`src/rtl/if_stage_if.sv`:
```
// rtl/if_stage_if.sv - instruction-memory request/grant/rvalid bus between fetch stage and memory
interface if_stage_if;
   logic        imem_req;
   logic [31:0] imem_addr;
   logic        imem_gnt;
   logic        imem_rvalid;
   logic [31:0] imem_rdata;

   modport master (
      output imem_req,
      output imem_addr,
      input  imem_gnt,
      input  imem_rvalid,
      input  imem_rdata
   );

   modport slave (
      input  imem_req,
      input  imem_addr,
      output imem_gnt,
      output imem_rvalid,
      output imem_rdata
   );
endinterface

```
`src/rtl/if_stage.sv`:
```
// rtl/if_stage.sv - instruction fetch stage with IF/ID pipeline register
// One outstanding imem transaction; stall/flush from hazard unit, redirect from EX.
module if_stage #(
   parameter logic [31:0] RESET_PC  = 32'h0000_0000,
   parameter logic [31:0] NOP_INSTR = 32'h0000_0013
) (
   input  logic              clk,
   input  logic              rst_n,
   input  logic              stall_if,
   input  logic              flush_if,
   input  logic              pc_src_ex,
   input  logic [31:0]       branch_target_ex,
   if_stage_if.master        imem,
   output logic [31:0]       PC_ID,
   output logic [31:0]       INSTRUCTION_ID,
   output logic              valid_id
);
   typedef enum logic [1:0] {IDLE, REQ, WAIT, HOLD} state_t;

   state_t      state_q;
   logic [31:0] pc_q;
   logic [31:0] fetch_pc_q;
   logic [31:0] buf_q;
   logic        kill_q;
   logic [31:0] pc_id_q;
   logic [31:0] instr_id_q;
   logic        valid_id_q;

   logic [31:0] target_d;
   logic        deliver_d;
   logic [31:0] word_d;

   assign target_d = {branch_target_ex[31:2], 2'b00};

   // A word reaches decode only when neither a stall nor a redirect blocks it.
   always_comb begin
      deliver_d = 1'b0;
      word_d    = imem.imem_rdata;
      if (!pc_src_ex && !stall_if) begin
         if (state_q == WAIT && imem.imem_rvalid && !kill_q) begin
            deliver_d = 1'b1;
         end else if (state_q == HOLD) begin
            deliver_d = 1'b1;
            word_d    = buf_q;
         end
      end
   end

   always_ff @(posedge clk or negedge rst_n) begin
      if (!rst_n) begin
         state_q    <= IDLE;
         pc_q       <= RESET_PC;
         fetch_pc_q <= RESET_PC;
         buf_q      <= NOP_INSTR;
         kill_q     <= 1'b0;
         pc_id_q    <= 32'h0;
         instr_id_q <= NOP_INSTR;
         valid_id_q <= 1'b0;
      end else begin
         case (state_q)
            IDLE: state_q <= REQ;
            REQ: begin
               if (imem.imem_gnt) begin
                  state_q    <= WAIT;
                  fetch_pc_q <= pc_q;
                  kill_q     <= pc_src_ex;
               end
            end
            WAIT: begin
               if (imem.imem_rvalid) begin
                  kill_q <= 1'b0;
                  if (kill_q || pc_src_ex) begin
                     state_q <= REQ;
                  end else if (stall_if) begin
                     buf_q   <= imem.imem_rdata;
                     state_q <= HOLD;
                  end else begin
                     state_q <= REQ;
                  end
               end else if (pc_src_ex) begin
                  kill_q <= 1'b1;
               end
            end
            HOLD: begin
               if (pc_src_ex || !stall_if) state_q <= REQ;
            end
            default: state_q <= IDLE;
         endcase

         // Redirect wins over the sequential increment.
         if (pc_src_ex) begin
            pc_q <= target_d;
         end else if (deliver_d) begin
            pc_q <= fetch_pc_q + 32'd4;
         end

         if (flush_if || pc_src_ex) begin
            pc_id_q    <= 32'h0;
            instr_id_q <= NOP_INSTR;
            valid_id_q <= 1'b0;
         end else if (!stall_if) begin
            if (deliver_d) begin
               pc_id_q    <= fetch_pc_q;
               instr_id_q <= word_d;
               valid_id_q <= 1'b1;
            end else begin
               pc_id_q    <= 32'h0;
               instr_id_q <= NOP_INSTR;
               valid_id_q <= 1'b0;
            end
         end
      end
   end

   assign imem.imem_req  = (state_q == REQ);
   assign imem.imem_addr = pc_q;
   assign PC_ID          = pc_id_q;
   assign INSTRUCTION_ID = instr_id_q;
   assign valid_id       = valid_id_q;
endmodule

```
`src/flat_wrapper.sv`:
```
// flat-port wrapper written by rule: the top's interface ports become plain ports
module if_stage_flat 
#(
   parameter logic [31:0] RESET_PC  = 32'h0000_0000,
   parameter logic [31:0] NOP_INSTR = 32'h0000_0013
)
  (clk, rst_n, stall_if, flush_if, pc_src_ex, branch_target_ex, PC_ID, INSTRUCTION_ID, valid_id, imem_imem_req, imem_imem_addr, imem_imem_gnt, imem_imem_rvalid, imem_imem_rdata);
  if_stage_if imem_i ();
  input  logic clk;
  input  logic rst_n;
  input  logic stall_if;
  input  logic flush_if;
  input  logic pc_src_ex;
  input  logic [31:0] branch_target_ex;
  output logic [31:0] PC_ID;
  output logic [31:0] INSTRUCTION_ID;
  output logic valid_id;
  output wire logic [$bits(imem_i.imem_req)-1:0] imem_imem_req;
  output wire logic [$bits(imem_i.imem_addr)-1:0] imem_imem_addr;
  input wire logic [$bits(imem_i.imem_gnt)-1:0] imem_imem_gnt;
  input wire logic [$bits(imem_i.imem_rvalid)-1:0] imem_imem_rvalid;
  input wire logic [$bits(imem_i.imem_rdata)-1:0] imem_imem_rdata;
  assign imem_imem_req = imem_i.imem_req;
  assign imem_imem_addr = imem_i.imem_addr;
  assign imem_i.imem_gnt = imem_imem_gnt;
  assign imem_i.imem_rvalid = imem_imem_rvalid;
  assign imem_i.imem_rdata = imem_imem_rdata;
  if_stage #(.RESET_PC(RESET_PC), .NOP_INSTR(NOP_INSTR)) u_core (.clk(clk), .rst_n(rst_n), .stall_if(stall_if), .flush_if(flush_if), .pc_src_ex(pc_src_ex), .branch_target_ex(branch_target_ex), .imem(imem_i), .PC_ID(PC_ID), .INSTRUCTION_ID(INSTRUCTION_ID), .valid_id(valid_id));
endmodule
```
`config.mk`:
```
export PLATFORM = sky130hd
export DESIGN_NAME = if_stage_flat
export DESIGN_NICKNAME = d
export VERILOG_FILES = /design/src/rtl/if_stage_if.sv /design/src/rtl/if_stage.sv /design/src/flat_wrapper.sv
export SDC_FILE = /design/constraint.sdc
export NUM_CORES = 1
export LEC_CHECK = 0
export CAP_MARGIN = 40
export CORE_MARGIN = 1
export CORE_UTILIZATION = 40
export CTS_CLUSTER_SIZE = 24
export DETAILED_ROUTE_END_ITERATION = 6
export PLACE_DENSITY = 0.66
export SYNTH_ARGS = -nofsm -noshare
export SYNTH_HDL_FRONTEND = slang
export SYNTH_SLANG_ARGS = --single-unit
```
`constraint.sdc`:
```
create_clock -name clk -period 2.3 [get_ports clk]
set_input_delay 0.345 -clock clk [delete_from_list [all_inputs] [get_ports clk]]
set_output_delay 0.345 -clock clk [all_outputs]
set_load 0.02 [all_outputs]
```
==> out/qor.yml, run 1 <==
logic_synthesis:
  synth_top_area_share_pct: 55.3
  synthCells: 602
  synth_area_mm2: 0.00715
  synthFlopType: "dfrtp_1"
  yosysMostFrequentCell: "dfrtp_1"
  yosysTopAreaCell: "dfrtp_1"
  yosys-top-cells-count: "dfrtp_1 (158), nand2_1 (75), mux2_2 (64)"
  avgSynthCellArea_um2: 11.9
  synth_nets: 678
  yosysWarnings: 0
  ys_seq_area_share_pct: 57.5
  ys_types: 39
  synth-edff-count: 0
  synth_area_leaders: "dfrtp_1 (55%), mux2_2 (10%), mux2i_1 (4.8%), o21ai_0 (4.1%), nand2_1 (3.9%)"
  async_flop_share_pct: 100
  synth-seq-cells: 164
floorplanning:
  fp.dieW_um: 136
  num_rows: 48
  core-area_mm2: 0.0174
  initial_core_util_pct: 41.2
  die_y_um: 136
  io_pins: 169
  dieArea_mm2: 0.0184
hold_path:
  min_path_type: "in2async"
worst_setup_path:
  r2r_start: "u_core.state_q[0]$_DFFE_PN0P_"
  r2r-end: "u_core.INSTRUCTION_ID[10]$_DFFE_PN0P_"
  cp.required_ps: 1960
  cp_max_fo: 6
  r2r_cells: 8
  critPathLaunchType: "register"
  arrival_ps: 1840
  worstSetupEndpointType: "output port"
  r2r_slack_ps: 270
  critPathKind: "reg2out"
detailed_routing:
  post_drt_wl_per_cell_um: 18.2
  via_per_inst: 5.34
  ant_nets: 0
  first_pass_iters: 4
  drt_iter0_drc: 237
  wl_um: 18400
  vias: 5398
  drc: 0
sta:
  fin_hold_ws_ps: 442
  rsz0062_at_grt: "false"
  skew_ps: 7.66
  finalHoldViolCount: 0
  period_needed_ps: 2180
  relSlewSlack_pct: 64.7
  finalCritPeriodShare_pct: 95.0
  setup_tns_ps: 0
  worst_slew_pin_slew_ps: 529
  setup_viol: 0
  maxSlewViolCount: 0
  timing.fmax_mhz: 458
status:
  outcome: "finished clean"
run:
  drv_cap: 0
clock_tree:
  cts.path.max_buffers: 2
  h-tree-depth: 4
  clk_pin_slew_worst_paths_ps: 60
  cts_inserted_buffers: 17
  cts_sinks: 164
  clk_latency_ps: 420
  postCtsSetupBuffers: 0
  cts_tree: "yes"
  cts_root_buf: "clkbuf_16"
pwr:
  p_per_area_mw_per_mm2: 953
  p_leak_nw: 4.45
  ir_drop_mv: 0.533
  fin_total_pwr_w: 0.00939
layout:
  drive_above_1_share_pct: 17.4
  n_antenna_cell: 0
  fin_cells: 1011
  areaGrowthSynthToFinish_pct: 37.9
  final_core_util_pct: 56.8
  nets: 849
global_route:
  track_usage_pct: 21.3
  grt_pass1_vias: 5616
  grt_overflow: 0
  grt_pass1_wl_um: 29800
  grt_max_degree: 56
  antenna_found_initial: 0
placed_design:
  dp_hpwl_um: 12400
  place_inst: 978
  numPortBuffers: 166
  place_congestion: 0.835
## metrics by stage
stage	setup slack, ps	area [µm²]
final	116	9860
after global routing	28.5	9860
after CTS	97.9	9860
after detailed placement	74.3	9220
after global placement	17.0	9210
after floorplan	437	7150
## report_power, final
| group | internal [W] | switching (W) | total (W) |
|---|---|---|---|
| clock network | 0.00183 | 0.00119 | 0.00302 |
| registers | 0.00356 | 0.000658 | 0.00422 |
| logic | 0.00118 | 0.000982 | 0.00216 |
## cells by family after synthesis
| family | after synthesis | share of synthesized area [%] |
|---|---|---|
| flops | 164 | 57.5 |
| simple gates | 139 | 9.17 |
| fa+ha+maj | 5 | 0.875 |
| mux | 98 | 14.8 |
| xor+xnor | 27 | 3.31 |
| buf+inv | 44 | 2.49 |
| compound gates | 125 | 11.8 |
## cells in the final DEF, fill, tap and decap left out, types with 4 or more instances in the layout
master / n
o21ai_0: 58
nand4_1: 8
dfstp_2: 6
xnor2_1: 7
buf_12: 7
ha_1: 5
bufinv_16: 4
inv_1: 9
mux2i_1: 34
dfrtp_1: 158
xor2_1: 20
clkdlybuf4s50_1: 164
nand2_1: 74
mux2_2: 64
a22oi_1: 12
clkbuf_16: 17
o221ai_2: 4
o221ai_1: 5
nand3_1: 16
a22o_1: 29
nor2_1: 13
a21oi_1: 9
clkinv_4: 5
buf_4: 12
## registers in the layout, indices dropped and copies added (netlist names)
name / cells
u_core.INSTRUCTION_ID: 32
u_core.valid_id: 1
u_core.PC_ID: 32
u_core.buf_q: 32
u_core.imem.imem_addr: 32
u_core.kill_q: 1
u_core.fetch_pc_q: 32
u_core.state_q: 2
## critical path, stage by stage (launching register included)
cell	delay, ps
dfrtp_1	430
inv_1	80
ha_1	250
clkdlybuf4s50_1	660
## timing repair
item                       in CTS  in global routing
hold endpoints to repair       45                  0
hold buffers                    1                  0
gates resized for setup         0                  1
setup endpoints to repair       0                  7
## layer usage
layer | vias to the layer above | global-route usage, % | wire, µm | part of all wire (%)
li1 | 2493 | - | - | -
met1 | 2725 | 27.1 | 8080 | 44
met2 | 161 | 34.8 | 8870 | 48
met3 | 19 | 6.06 | 1250 | 6.8
met4 | 0 | 6.55 | 246 | 1.3
met5 | - | 0 | 0 | 0
## area by class of cell
type	instances	area (µm²)
flip-flops and latches	164	4110
fillers	1450	7500
clock inverters	15	206
repair buffers	187	1910
well taps	225	282
multi-input cells	394	2890
clock buffers	17	425
inverters	9	33.8
## worst max-delay path by stage
stage | startpoint | to | slack [ps] | cells after the start
floorplan | u_core.state_q[0]$_DFFE_PN0P_ | u_core.imem.imem_addr[30]$_DFFE_PN0P_ | 440 | 8
global placement | imem_imem_rvalid | u_core.imem.imem_addr[25]$_DFFE_PN0P_ | 20 | 6
detailed placement | imem_imem_rvalid | u_core.INSTRUCTION_ID[10]$_DFFE_PN0P_ | 70 | 5
CTS | u_core.state_q[1]$_DFFE_PN0P_ | imem_imem_req | 100 | 3
global route | u_core.state_q[0]$_DFFE_PN0P_ | imem_imem_req | 30 | 2
finish | u_core.state_q[1]$_DFFE_PN0P_ | imem_imem_req | 120 | 3
Power figures use the tool's default switching activity.
==> run 2, diff against run 1 <==
--- a/config.mk
+++ b/config.mk
@@ -11,6 +11,7 @@
 export CTS_CLUSTER_SIZE = 24
 export DETAILED_ROUTE_END_ITERATION = 6
 export PLACE_DENSITY = 0.66
+export SKIP_CTS_REPAIR_TIMING = 1
 export SYNTH_ARGS = -nofsm -noshare
 export SYNTH_HDL_FRONTEND = slang
 export SYNTH_SLANG_ARGS = --single-unit
==> results of run 2 <==
Final layout, timing and power as in run 1 (identical DEF).
